### src/rtl/axi_gpio_slave.sv
// AXI4 GPIO responder: OUT/IN/SET/CLR/ID registers with single-beat and INCR/FIXED bursts.
// Define AXI_GPIO_IRQ_EN to add the input-change status register at 0x14 and irq_o.
//
// state  | meaning
// W_IDLE | waiting for write address (awready=1)
// W_DATA | accepting write beats (wready=1)
// W_RESP | holding write response (bvalid=1)
// R_IDLE | waiting for read address (arready=1)
// R_DATA | presenting read beats (rvalid=1)
module axi_gpio_slave #(
    parameter int          ID_WIDTH   = 4,
    parameter int          GPIO_WIDTH = 8,
    parameter logic [31:0] ID_VALUE   = 32'h4750_494F
) (
    input  logic                  clk_i,
    input  logic                  reset_ni,
    input  logic                  s_awvalid_i,
    output logic                  s_awready_o,
    input  logic [31:0]           s_awaddr_i,
    input  logic [ID_WIDTH-1:0]   s_awid_i,
    input  logic [7:0]            s_awlen_i,
    input  logic [1:0]            s_awburst_i,
    input  logic                  s_wvalid_i,
    output logic                  s_wready_o,
    input  logic [31:0]           s_wdata_i,
    input  logic [3:0]            s_wstrb_i,
    input  logic                  s_wlast_i,
    output logic                  s_bvalid_o,
    input  logic                  s_bready_i,
    output logic [1:0]            s_bresp_o,
    output logic [ID_WIDTH-1:0]   s_bid_o,
    input  logic                  s_arvalid_i,
    output logic                  s_arready_o,
    input  logic [31:0]           s_araddr_i,
    input  logic [ID_WIDTH-1:0]   s_arid_i,
    input  logic [7:0]            s_arlen_i,
    input  logic [1:0]            s_arburst_i,
    output logic                  s_rvalid_o,
    input  logic                  s_rready_i,
    output logic [31:0]           s_rdata_o,
    output logic [1:0]            s_rresp_o,
    output logic [ID_WIDTH-1:0]   s_rid_o,
    output logic                  s_rlast_o,
    input  logic [GPIO_WIDTH-1:0] gpio_i,
    output logic [GPIO_WIDTH-1:0] gpio_o,
    output logic                  irq_o
);

    localparam logic [1:0] RESP_OKAY   = 2'b00;
    localparam logic [1:0] RESP_SLVERR = 2'b10;
    localparam logic [1:0] RESP_DECERR = 2'b11;
    localparam logic [1:0] BURST_FIXED = 2'b00;
    localparam logic [1:0] BURST_INCR  = 2'b01;

    localparam logic [2:0] IDX_OUT = 3'd0;
    localparam logic [2:0] IDX_IN  = 3'd1;
    localparam logic [2:0] IDX_SET = 3'd2;
    localparam logic [2:0] IDX_CLR = 3'd3;
    localparam logic [2:0] IDX_ID  = 3'd4;
    localparam logic [2:0] IDX_IRQ = 3'd5;

    typedef enum logic [1:0] {W_IDLE, W_DATA, W_RESP} w_state_t;
    typedef enum logic       {R_IDLE, R_DATA} r_state_t;

    w_state_t w_state;
    r_state_t r_state;

    logic [GPIO_WIDTH-1:0] out_q;
    logic [GPIO_WIDTH-1:0] sync1_q;
    logic [GPIO_WIDTH-1:0] sync2_q;
    logic [GPIO_WIDTH-1:0] irq_sts;

    logic [2:0] aw_idx_q;
    logic [7:0] aw_len_q;
    logic [1:0] aw_burst_q;
    logic [7:0] w_beat_q;
    logic [1:0] w_acc_q;

    logic [2:0] ar_idx_q;
    logic [7:0] ar_len_q;
    logic [1:0] ar_burst_q;
    logic [7:0] r_beat_q;

    function automatic logic [1:0] worst(input logic [1:0] a, input logic [1:0] b);
        return (a > b) ? a : b;
    endfunction

    // ---------------- write beat decode ----------------
    logic                  w_fire;
    logic                  w_burst_ok;
    logic                  w_mapped;
    logic                  w_en;
    logic [1:0]            w_beat_resp;
    logic [31:0]           strb_mask;
    logic [GPIO_WIDTH-1:0] wmask;
    logic [GPIO_WIDTH-1:0] wbits;

    assign w_fire     = s_wvalid_i & s_wready_o;
    assign w_burst_ok = (aw_burst_q == BURST_FIXED) || (aw_burst_q == BURST_INCR);

    always_comb begin
        w_mapped = 1'b0;
        case (aw_idx_q)
            IDX_OUT, IDX_IN, IDX_SET, IDX_CLR, IDX_ID: w_mapped = 1'b1;
`ifdef AXI_GPIO_IRQ_EN
            IDX_IRQ: w_mapped = 1'b1;
`else
            IDX_IRQ: w_mapped = 1'b0;
`endif
            default: w_mapped = 1'b0;
        endcase
    end

    always_comb begin
        w_beat_resp = RESP_OKAY;
        if (!w_burst_ok)
            w_beat_resp = RESP_SLVERR;
        else if (!w_mapped)
            w_beat_resp = RESP_DECERR;
    end

    always_comb begin
        strb_mask = '0;
        for (int b = 0; b < 4; b++)
            strb_mask[8*b +: 8] = {8{s_wstrb_i[b]}};
    end

    assign wmask = strb_mask[GPIO_WIDTH-1:0];
    assign wbits = s_wdata_i[GPIO_WIDTH-1:0] & wmask;
    assign w_en  = w_fire & w_burst_ok & w_mapped;

    // ---------------- registers ----------------
    always_ff @(posedge clk_i or negedge reset_ni) begin
        if (!reset_ni) begin
            out_q <= '0;
        end else if (w_en) begin
            case (aw_idx_q)
                IDX_OUT: out_q <= (out_q & ~wmask) | wbits;
                IDX_SET: out_q <= out_q | wbits;
                IDX_CLR: out_q <= out_q & ~wbits;
                default: out_q <= out_q;
            endcase
        end
    end

    assign gpio_o = out_q;

    always_ff @(posedge clk_i or negedge reset_ni) begin
        if (!reset_ni) begin
            sync1_q <= '0;
            sync2_q <= '0;
        end else begin
            sync1_q <= gpio_i;
            sync2_q <= sync1_q;
        end
    end

`ifdef AXI_GPIO_IRQ_EN
    logic [GPIO_WIDTH-1:0] sync_prev_q;
    logic [GPIO_WIDTH-1:0] irq_clr;
    logic                  irq_q;

    assign irq_clr = (w_en && (aw_idx_q == IDX_IRQ)) ? wbits : '0;

    // A change event in the same cycle as a clear keeps the bit set.
    always_ff @(posedge clk_i or negedge reset_ni) begin
        if (!reset_ni) begin
            sync_prev_q <= '0;
            irq_sts     <= '0;
            irq_q       <= 1'b0;
        end else begin
            sync_prev_q <= sync2_q;
            irq_sts     <= (irq_sts & ~irq_clr) | (sync2_q ^ sync_prev_q);
            irq_q       <= |irq_sts;
        end
    end

    assign irq_o = irq_q;
`else
    assign irq_sts = '0;
    assign irq_o   = 1'b0;
`endif

    // ---------------- read beat decode ----------------
    logic [2:0]  rd_idx_next;
    logic [1:0]  rd_burst;
    logic [31:0] rd_value;
    logic [1:0]  rd_resp_next;

    always_comb begin
        if (r_state == R_IDLE) begin
            rd_idx_next = s_araddr_i[4:2];
            rd_burst    = s_arburst_i;
        end else begin
            rd_idx_next = (ar_burst_q == BURST_INCR) ? ar_idx_q + 3'd1 : ar_idx_q;
            rd_burst    = ar_burst_q;
        end
    end

    always_comb begin
        rd_value     = '0;
        rd_resp_next = RESP_OKAY;
        if ((rd_burst != BURST_FIXED) && (rd_burst != BURST_INCR)) begin
            rd_resp_next = RESP_SLVERR;
        end else begin
            case (rd_idx_next)
                IDX_OUT: rd_value[GPIO_WIDTH-1:0] = out_q;
                IDX_IN:  rd_value[GPIO_WIDTH-1:0] = sync2_q;
                IDX_SET, IDX_CLR: rd_value = '0;
                IDX_ID:  rd_value = ID_VALUE;
`ifdef AXI_GPIO_IRQ_EN
                IDX_IRQ: rd_value[GPIO_WIDTH-1:0] = irq_sts;
`else
                IDX_IRQ: rd_resp_next = RESP_DECERR;
`endif
                default: rd_resp_next = RESP_DECERR;
            endcase
        end
    end

    // ---------------- write FSM ----------------
    always_ff @(posedge clk_i or negedge reset_ni) begin
        if (!reset_ni) begin
            w_state     <= W_IDLE;
            s_awready_o <= 1'b1;
            s_wready_o  <= 1'b0;
            s_bvalid_o  <= 1'b0;
            s_bresp_o   <= RESP_OKAY;
            s_bid_o     <= '0;
            aw_idx_q    <= '0;
            aw_len_q    <= '0;
            aw_burst_q  <= '0;
            w_beat_q    <= '0;
            w_acc_q     <= RESP_OKAY;
        end else begin
            case (w_state)
                W_IDLE: begin
                    if (s_awvalid_i) begin
                        s_bid_o     <= s_awid_i;
                        aw_idx_q    <= s_awaddr_i[4:2];
                        aw_len_q    <= s_awlen_i;
                        aw_burst_q  <= s_awburst_i;
                        w_beat_q    <= '0;
                        w_acc_q     <= RESP_OKAY;
                        s_awready_o <= 1'b0;
                        s_wready_o  <= 1'b1;
                        w_state     <= W_DATA;
                    end
                end
                W_DATA: begin
                    if (w_fire) begin
                        if (s_wlast_i) begin
                            // Burst ends at wlast; a length mismatch is a slave error.
                            s_bresp_o  <= worst(worst(w_acc_q, w_beat_resp),
                                                (w_beat_q != aw_len_q) ? RESP_SLVERR : RESP_OKAY);
                            s_bvalid_o <= 1'b1;
                            s_wready_o <= 1'b0;
                            w_state    <= W_RESP;
                        end else begin
                            w_acc_q  <= worst(w_acc_q, w_beat_resp);
                            w_beat_q <= w_beat_q + 8'd1;
                            if (aw_burst_q == BURST_INCR)
                                aw_idx_q <= aw_idx_q + 3'd1;
                        end
                    end
                end
                W_RESP: begin
                    if (s_bready_i) begin
                        s_bvalid_o  <= 1'b0;
                        s_awready_o <= 1'b1;
                        w_state     <= W_IDLE;
                    end
                end
                default: begin
                    s_awready_o <= 1'b1;
                    s_wready_o  <= 1'b0;
                    s_bvalid_o  <= 1'b0;
                    w_state     <= W_IDLE;
                end
            endcase
        end
    end

    // ---------------- read FSM ----------------
    always_ff @(posedge clk_i or negedge reset_ni) begin
        if (!reset_ni) begin
            r_state     <= R_IDLE;
            s_arready_o <= 1'b1;
            s_rvalid_o  <= 1'b0;
            s_rdata_o   <= '0;
            s_rresp_o   <= RESP_OKAY;
            s_rid_o     <= '0;
            s_rlast_o   <= 1'b0;
            ar_idx_q    <= '0;
            ar_len_q    <= '0;
            ar_burst_q  <= '0;
            r_beat_q    <= '0;
        end else begin
            case (r_state)
                R_IDLE: begin
                    if (s_arvalid_i) begin
                        s_rid_o     <= s_arid_i;
                        ar_len_q    <= s_arlen_i;
                        ar_burst_q  <= s_arburst_i;
                        ar_idx_q    <= rd_idx_next;
                        s_rdata_o   <= rd_value;
                        s_rresp_o   <= rd_resp_next;
                        s_rlast_o   <= (s_arlen_i == 8'd0);
                        r_beat_q    <= '0;
                        s_arready_o <= 1'b0;
                        s_rvalid_o  <= 1'b1;
                        r_state     <= R_DATA;
                    end
                end
                R_DATA: begin
                    if (s_rready_i) begin
                        if (s_rlast_o) begin
                            s_rvalid_o  <= 1'b0;
                            s_rlast_o   <= 1'b0;
                            s_arready_o <= 1'b1;
                            r_state     <= R_IDLE;
                        end else begin
                            ar_idx_q  <= rd_idx_next;
                            s_rdata_o <= rd_value;
                            s_rresp_o <= rd_resp_next;
                            r_beat_q  <= r_beat_q + 8'd1;
                            s_rlast_o <= ((r_beat_q + 8'd1) == ar_len_q);
                        end
                    end
                end
                default: begin
                    s_arready_o <= 1'b1;
                    s_rvalid_o  <= 1'b0;
                    r_state     <= R_IDLE;
                end
            endcase
        end
    end

    logic unused_bits;
    assign unused_bits = ^{s_awaddr_i[31:5], s_awaddr_i[1:0], s_araddr_i[31:5], s_araddr_i[1:0],
                           s_wdata_i, strb_mask};

endmodule

### config.mk
export PLATFORM = sky130hd
export DESIGN_NAME = axi_gpio_slave
export DESIGN_NICKNAME = d
export VERILOG_FILES = /design/src/rtl/axi_gpio_slave.sv
export SDC_FILE = /design/constraint.sdc
export NUM_CORES = 1
export LEC_CHECK = 0
export CORE_MARGIN = 4
export CORE_UTILIZATION = 40
export CTS_BUF_LIST = sky130_fd_sc_hd__clkbuf_8
export CTS_CLUSTER_SIZE = 28
export DETAILED_ROUTE_END_ITERATION = 16
export PLACE_DENSITY_LB_ADDON = 0.1
export SYNTH_ARGS = -nofsm -noshare
export SYNTH_HDL_FRONTEND = slang
export SYNTH_SLANG_ARGS = --single-unit
### constraint.sdc
create_clock -name clk_i -period 1.9 [get_ports clk_i]
set_input_delay 0.38 -clock clk_i [delete_from_list [all_inputs] [get_ports clk_i]]
set_output_delay 0.38 -clock clk_i [all_outputs]
set_load 0.005 [all_outputs]
# Yosys cells after proc, flatten, opt, wreduce, memory -nomap -nowiden
# Index checks and enable logic that the tools add are counted.
word_totals:
  regBits: 121
  input_bits: 144
  output_inout_bits: 59
  wordCells: 171
classes:
  add_sub_neg: 4
  n_lt_le_gt_ge: 2
  n_eq_ne: 25
  n_mux: 76
  bitwise_logic: 14
  n_reduce_logical: 25
ops:
  columns: ["op", "count"]
  rows:
  - ["$mux W32", 3]
  - ["$pmux W32 S2", 1]
  - ["$mux W8", 6]
  - ["$pmux W8 S3", 2]
  - ["$mux W2", 18]
  - ["$pmux W8 S2", 2]
  - ["$mux W31", 1]
  - ["$mux W3", 9]
  - ["$and A8 B8 Y8", 3]
  - ["$mux W23", 1]
  - ["$mux W1", 21]
  - ["$ne A2 B2 Y1 const B", 10]
  - ["$add A8 B1 Y8 const B", 2]
  - ["$not A8 Y8", 2]
  - ["$or A8 B8 Y8", 2]
  - ["$reduce_and A4 Y1", 4]
  - ["$eq A3 B2 Y1 const B", 4]
  - ["$pmux W3 S2", 2]
  - ["$reduce_and A3 Y1", 4]
  - ["$reduce_or A5 Y1", 2]
  - ["$pmux W1 S3", 3]
  - ["$eq A8 B8 Y1", 1]
  - ["$logic_not A8 Y1", 1]
  - ["$ne A8 B8 Y1", 1]
  - ["other kinds (20)", 41]

# Depth between registers and ports, before layout
# Gate-level depths: netlist of run 1.
logic_depth:
  ltp_word: 10
  ltp_mapped: 12

# Worst setup path before layout of run 1
# OpenSTA, ideal clock, no wires.
synth_path:
  kind: "register -> register"
  start: "reg aw_idx_q[1]"
  end: "reg s_bresp_o[1]"
  t_arrival_ns: 2.014
  required_time_ns: 1.776
  path_slack_ns: -0.238
  stages_incl_launch_ff: 12
  n_path_buf: 0
  path_cell_list: "dfrtp_1 > inv_1 > ha_1 > o21ba_2 > nor2_1 > nor2_1 > ha_1 > nor2_1 > o22ai_1 > mux2i_1 > o21ai_1 > a211o_1"
synth_between:
  elab_chain_len: 9
synth_lines:
  columns: ["item", "line", "text"]
  rows:
  - ["start, declared", "73", "logic [2:0] aw_idx_q;"]
  - ["start signal, assigned", "240", "aw_idx_q <= s_awaddr_i[4:2];"]
  - ["start signal, assigned", "263", "aw_idx_q <= aw_idx_q + 3'd1;"]
  - ["$eq A3 B2 Y1, or another cell as far along", "103", "case (aw_idx_q)"]
  - ["$reduce_or A5 Y1 (*)", "103", null]
  - ["$mux W1 (*)", "103", null]
  - ["$mux W2 (*)", "118", "else if (!w_mapped)"]
  - ["$mux W2 (*)", "116", "if (!w_burst_ok)"]
  - ["$gt A2 B2 Y1", "85", "return (a > b) ? a : b;"]
  - ["$mux W2 (*)", null, null]
  - ["$gt A2 B2 Y1", "85", null]
  - ["$mux W2 (*)", "85", null]
  - ["end signal, assigned", "254", "s_bresp_o <= worst(worst(w_acc_q, w_beat_resp),"]
  - ["end, declared", "30", "output logic [1:0] s_bresp_o,"]
# Every way passes the cells marked *; elsewhere a longest branch is shown, timed or not.
# A chain may end at the register's enable or synchronous reset.

# Worst setup path in the final report of run 1
layout_path:
  start: "reg aw_idx_q[0]"
  end: "reg s_bresp_o[1]"
# The elaborated chain is that of the path after synthesis.

==> results of run 1 <==
-- metrics by stage --
stage	total power, W	TNS, ns	worst slack (ns)	instances
2_1_floorplan	0.005664	-0.2740	-0.2286	464
3_3_place_gp	0.007470	-2.908	-0.3060	721
3_5_place_dp	0.007594	-3.437	-0.3735	721
5_1_grt	0.009927	-0.8516	-0.3708	741
4_1_cts	0.009125	-0.7276	-0.3126	739
6_report	0.009188	-0.4743	-0.2469	741
-- metal layers --
metal	global-route usage, %	up-vias	wire length [µm]
li1	-	1794	-
met5	0	-	0
met3	3.290	15	522
met2	27.38	88	5291
met4	7.339	0	227
met1	19.63	1754	4548
-- flip-flops by register name, summed over array words and instances (netlist names), 3 cells and up --
signal	cells
s_rdata_o	9
ar_len_q	8
aw_len_q	8
gpio_o	8
r_beat_q	8
sync1_q	8
sync2_q	8
w_beat_q	8
s_bid_o	4
s_rid_o	4
ar_idx_q	3
aw_idx_q	3
-- worst max-delay path by stage --
stage                     cells past startpoint                       end  slack (ns)
after floorplan                              10  s_bresp_o[1]$_DFFE_PN0P_       -0.23
after detailed placement                      9  s_bresp_o[1]$_DFFE_PN0P_       -0.37
after global routing                         11  s_bresp_o[1]$_DFFE_PN0P_       -0.37
final                                        10  s_bresp_o[1]$_DFFE_PN0P_       -0.25
after global placement                        9  s_bresp_o[1]$_DFFE_PN0P_       -0.31
after CTS                                    10  s_bresp_o[1]$_DFFE_PN0P_       -0.31
-- synth_stat cells, types with 5 or more instances --
master / count
o21ai_0: 33
nand2_1: 41
nand2b_1: 8
a21oi_1: 11
mux2_2: 28
buf_4: 25
and2_1: 10
clkbuf_1: 5
nor2_1: 34
xor2_1: 9
nand3_1: 8
inv_1: 20
buf_2: 9
a22o_1: 10
o221ai_1: 6
nand4_1: 7
dfrtp_1: 96
ha_1: 12
xnor2_1: 19
-- worst register-to-register path: cells and delay by family (launching register included) --
| family | cells | cell delay (ns) |
|---|---|---|
| compound gates | 4 | 0.66 |
| fa+ha+maj | 2 | 0.46 |
| flops | 1 | 0.41 |
| mux | 1 | 0.30 |
| simple gates | 3 | 0.19 |
-- cell families (layout without fill, tap and decap cells) --
family	after synthesis	count (layout)
simple gates	136	136
buf+inv	59	193
other cells	1	16
xor+xnor	28	28
fa+ha+maj	12	12
flops	98	98
mux	32	32
compound gates	83	83
-- where the power goes --
part | internal, W | total [W] | switching (W)
clock | 0.000665 | 0.00135 | 0.000688
combinational | 0.00256 | 0.00446 | 0.00190
sequential | 0.00280 | 0.00338 | 0.000574
-- layout make-up --
class / instances / area, µm² / share of cell area [%]
clock buffer: 11 / 151.4 / 2.335
clock inverter: 5 / 46.29 / 0.7140
inverter: 20 / 75.07 / 1.158
multi-input combinational: 307 / 2118 / 32.67
sequential: 98 / 2457 / 37.90
tap: 143 / 178.9 / 2.760
timing repair buffer: 157 / 1456 / 22.46
-- what timing repair did --
action,CTS,global route
buffers inserted,3,2
hold buffers,1,0
hold endpoints to repair,24,0
endpoints found under the setup margin,3,12
pin swaps,11,6
resized for setup,8,15
==> reports/metrics.yaml, run 1 <==
sta:
  skew_ns: 0.01218
  holdWs_ns: 0.3515
  setup_ws_ns: -0.2469
  period_needed_ns: 2.147
  slew_viol_final: 0
  rsz0062_at_grt: "true"
  fmax_mhz: 465.8
  finalHoldViolCount: 0
  final.period_utilization_pct: 113.0
  setup_violations: 3
synthesis:
  synth_mux_area_share_pct: 7.491
  synth.avg_cell_area_um2: 10.56
  ys_top_cells_by_area: "dfrtp_1 (51%), mux2_2 (6.6%), buf_4 (4.0%)"
  synthCells: 449
  async_flop_share_pct: 100.0
  ys.warnings.count: 0
  synthDistinctLibCells: 48
  synth_top_cell_by_area: "dfrtp_1"
  synth_ff_type: "dfrtp_1"
  synth_top_area_share_pct: 50.65
  synth_edf_count: 0
  syn_area_um2: 4743
  ys_ff_latch: 98
  synth_compound_area_share_pct: 11.13
  synth_xor_xnor_area_share_pct: 5.170
  synthSimpleGateAreaFrac_pct: 14.32
  synth_fa_ha_area_share_pct: 3.165
  yosysSeqAreaShare_pct: 51.75
  synth_top_family_by_area: "simple AND/OR/NAND/NOR gates"
clock_network:
  clock_path_buffers: 2
  cts.reportedPaths.clkPinSlew_ns: 0.09
  h-tree-depth: 3
  root_buffer: "clkbuf_8"
  cts_sinks: 98
  cts_tree: "built"
  clk_latency_ns: 0.37
  numCtsBuffers: 9
final_layout:
  n_fill_cell: 1040
  final_common_cell: "clkdlybuf4s50_1"
  antenna_cells: 0
  drive_above_1_share_pct: 20.07
  final_area_um2: 6484
  area_growth_syn_to_layout_pct: 36.69
  utilization_pct: 56.30
  nets: 749
  final_cell_mix: "clkdlybuf4s50_1 (100), dfrtp_1 (94), buf_4 (54)"
global_route:
  antenna_found_initial: 0
  grt_pass1_vias: 3682
  grt_first_pass_wirelength_um: 17150
  grt_overflow_total: 0
  track_usage_pct: 16.07
  grt_max_degree: 34
pwr:
  p_per_area_nw_per_um2: 1417
  ir_drop_uv: 604.0
  leakagePower_nw: 2.870
placed_design:
  placed_area_um2: 6151
  dp_hpwl_um: 8092
  gp_congestion: 0.8588
  port_buffers: 101
floorplanning:
  die_h_um: 116.9
  rows: 39
  start_util_pct: 41.19
  die_w_um: 116.9
  pin_count: 203
  coreArea_um2: 11520
  dieArea_um2: 13660
setup_path:
  required_ns: 2.16
  startpoint_type: "register"
  path_max_fanout: 4
  ff2ff_path_depth: 10
  end_kind: "register"
  cp-startpoint: "aw_idx_q[0]$_DFFE_PN0P_"
  cp_num_buf_inv: 0
  crit_slowest_cell: "dfrtp_1"
  crit_family: "compound AO/OA/AOI/OAI gates"
  slowest_delay_ns: 0.41
  reg2reg_to: "s_bresp_o[1]$_DFFE_PN0P_"
  rrSetupSlack_ns: -0.25
  worstPathCellList: "ha_2 > o21ba_4 > nor2_4 > nor2_4 > ha_4 > nor2_2 > o22ai_2 > mux2i_2 > o21ai_1 > a211o_1"
  reg2reg_from: "aw_idx_q[0]$_DFFE_PN0P_"
  critPathKind: "reg -> reg"
  crit_path_frequent_cell: "nor2_4"
  critPathArrivalTime_ns: 2.41
hold_path:
  worstHoldPathType: "reg -> reg"
  min_path_cells: 0
  hold_end: "sync2_q[1]$_DFF_PN0_"
  worstHoldStart: "sync1_q[1]$_DFF_PN0_"
run:
  drv_cap: 0
drt:
  firstDrtPassIters: 4
  viasPerCell: 4.927
  routed_wl_um: 10590
  detail-route-antenna-nets: 0
  first_iter_violations: 142
  wire_per_inst_um: 14.29
  detailroute.via_count: 3651
  drc: 0
run_status:
  failed_checks: "negative setup slack"
  outcome: "finished, violations left"
Power figures use the tool's default switching activity.
==> run 2: changes to the inputs <==
CORE_UTILIZATION = 47   (was 40)
DONT_BUFFER_PORTS = 1   (was unset)
==> run 2 against run 1 <==
Compared with the run above: the flow finishes with violations (negative hold slack, negative setup slack); register-to-register slack worse by 0.03 ns; die area down 14%; sequential share of layout area up 7.7 points; worst setup slack worse by 0.025 ns; power down 7.4%; flip-flop and latch count unchanged; critical path depth unchanged; sequential power up 2%; clock skew down 0.0062 ns; maximum frequency down 1.2%; critical endpoint unchanged; largest cell class unchanged; largest power group is now registers.
==> reports/metrics.yaml, run 2 (synthesized netlist as in run 1, its figures left out) <==
setup_path:
  reg2reg_from: "aw_idx_q[0]$_DFFE_PN0P_"  # unchanged
  reg2reg_to: "s_bresp_o[1]$_DFFE_PN0P_"  # unchanged
  critPathArrivalTime_ns: 2.43  # was 2.41 ns
  ff2ff_path_depth: 10  # unchanged
  rrSetupSlack_ns: -0.27  # was -0.25 ns
  required_ns: 2.15  # was 2.16 ns
  startpoint_type: "register"  # unchanged
  path_max_fanout: 3  # was 4
  critPathKind: "reg -> reg"  # unchanged
  end_kind: "register"  # unchanged
sta:
  rsz0062_at_grt: "true"  # unchanged
  finalHoldViolCount: 98  # was 0
  setup_violations: 3  # unchanged
  holdWs_ns: -0.3010  # was 0.3515 ns
  final.period_utilization_pct: 114.3  # was 113.0%
  skew_ns: 0.005960  # was 0.01218 ns
  fmax_mhz: 460.4  # was 465.8 MHz
  period_needed_ns: 2.172  # was 2.147 ns
  slew_viol_final: 0  # unchanged
  setup_ws_ns: -0.2721  # was -0.2469 ns
placed_design:
  dp_hpwl_um: 6992  # was 8092 µm
  port_buffers: 0  # was 101
  gp_congestion: 0.7723  # was 0.8588
global_route:
  track_usage_pct: 16.51  # was 16.07%
  grt_first_pass_wirelength_um: 14940  # was 17,150 µm
  grt_pass1_vias: 3086  # was 3,682
  grt_overflow_total: 0  # unchanged
  antenna_found_initial: 0  # unchanged
  grt_max_degree: 99  # was 34
hold_path:
  worstHoldPathType: "in -> async"  # was reg -> reg
pwr:
  leakagePower_nw: 2.409  # was 2.870 nW
  p_per_area_nw_per_um2: 1581  # was 1417 nW/µm²
  ir_drop_uv: 850.8  # was 604.0 µV
  power.total_w: 0.008510  # was 0.009188 W
floorplanning:
  dieArea_um2: 11760  # was 13,660 µm²
  coreArea_um2: 9819  # was 11,520 µm²
  pin_count: 203  # unchanged
  rows: 36  # was 39
  die_w_um: 108.5  # was 116.9 µm
  die_h_um: 108.5  # was 116.9 µm
  start_util_pct: 48.31  # was 41.19%
drt:
  detail-route-antenna-nets: 0  # unchanged
  first_iter_violations: 125  # was 142
  routed_wl_um: 9705  # was 10,590 µm
  drc: 0  # unchanged
  viasPerCell: 5.183  # was 4.927
  detailroute.via_count: 3177  # was 3,651
  firstDrtPassIters: 4  # unchanged
  wire_per_inst_um: 15.83  # was 14.29 µm
clock_network:
  cts_sinks: 98  # unchanged
  h-tree-depth: 3  # unchanged
  root_buffer: "clkbuf_8"  # unchanged
  cts_tree: "built"  # unchanged
  clock_path_buffers: 2  # unchanged
  clk_latency_ns: 0.36  # was 0.37 ns
  cts.reportedPaths.clkPinSlew_ns: 0.09  # about the same
  numCtsBuffers: 9  # unchanged
final_layout:
  final_cell_mix: "dfrtp_1 (95), nand2_1 (41), o21ai_0 (33)"  # was clkdlybuf4s50_1 (100), dfrtp_1 (94), buf_4 (54)
  n_fill_cell: 904  # was 1,040
  largest_register_ffs: 9  # unchanged
  multi_input_area_um2: 2120  # was 2118 µm²
  final_common_cell: "dfrtp_1"  # was clkdlybuf4s50_1
  nets: 630  # was 749
  drive_above_1_share_pct: 20.88  # was 20.07%
  top_register: "s_rdata_o"  # unchanged
  area_growth_syn_to_layout_pct: 13.51  # was 36.69%
  seq_area_um2: 2456  # was 2457 µm²
run:
  drv_cap: 0  # unchanged
run_status:
  failed_checks: "negative hold slack, negative setup slack"  # was negative setup slack
  outcome: "finished, violations left"  # unchanged
-- run 2: changes by cell type in the layout (fill, tap and decap cells not counted), moves of 2 or more --
cell,change
clkdlybuf4s50_1,-100
buf_4,-23
dlygate4sd3_1,+5
inv_1,-3
bufinv_16,+2
-- run 2: final cells by class --
cell class | instances | share of cell area, %
flip-flops and latches | 98 | 45.62
well taps | 133 | 3.091
clock buffers | 11 | 2.812
repair buffers | 38 | 5.810
clock inverters | 5 | 1.859
inverters | 20 | 1.394
multi-input cells | 307 | 39.37
diodes | 1 | 0.04648
-- run 2: worst max path at each step --
stage / from / end / slack, ns / depth (start not counted)
5_1_grt: aw_idx_q[0]$_DFFE_PN0P_ / s_bresp_o[1]$_DFFE_PN0P_ / -0.36 / 10
3_3_place_gp: aw_idx_q[0]$_DFFE_PN0P_ / s_bresp_o[1]$_DFFE_PN0P_ / -0.26 / 9
2_1_floorplan: aw_idx_q[1]$_DFFE_PN0P_ / s_bresp_o[1]$_DFFE_PN0P_ / -0.23 / 10
4_1_cts: aw_idx_q[0]$_DFFE_PN0P_ / s_bresp_o[1]$_DFFE_PN0P_ / -0.33 / 9
3_5_place_dp: aw_idx_q[0]$_DFFE_PN0P_ / s_bresp_o[1]$_DFFE_PN0P_ / -0.29 / 9
6_report: aw_idx_q[0]$_DFFE_PN0P_ / s_bresp_o[1]$_DFFE_PN0P_ / -0.27 / 10
-- run 2: power by group --
part | switching, W | internal, W | leakage (nW)
Sequential | 0.000659 | 0.00280 | 1.21
Combinational | 0.00160 | 0.00179 | 1.07
Clock | 0.000713 | 0.000942 | 0.129
-- run 2: critical path: stages, from the launching register on --
cell and delay, ns:
dfrtp_1 0.41, ha_2 0.19, o21ba_4 0.20, nor2_4 0.12, nor2_4 0.06, ha_4 0.26
nor2_1 0.03, o22ai_1 0.15, mux2i_1 0.32, o21ai_1 0.09, a211o_1 0.22
-- run 2: per-stage QoR --
step	utilization [%]	setup WS (ns)	area [µm²]	std cells	setup TNS [ns]
global placement	50.36	-0.2622	4945	587	-0.5832
floorplan	-	-0.2286	4800	464	-0.2740
CTS	52.93	-0.3286	5197	603	-0.7953
global route	54.80	-0.3566	5381	612	-0.9175
detailed placement	50.36	-0.2906	4945	587	-0.6652
finish	54.83	-0.2721	5384	613	-0.6853
-- run 2: what timing repair did --
| item | in CTS | in global routing |
|---|---|---|
| pin swaps | 0 | 8 |
| resized for setup | 1 | 22 |
| endpoints found under the hold margin | 98 | 104 |
| endpoints found under the setup margin | 4 | 11 |
| setup buffers | 0 | 3 |
-- run 2: metal layers --
metal / part of all wire [%] / track usage, % / up-vias / wire [µm]
met3: 5.7 / 5.373 / 12 / 552
met2: 49 / 26.39 / 65 / 4770
met4: 1.5 / 6.402 / 0 / 141
met1: 44 / 20.82 / 1547 / 4241
li1: - / - / 1553 / -
met5: 0 / 0 / - / 0
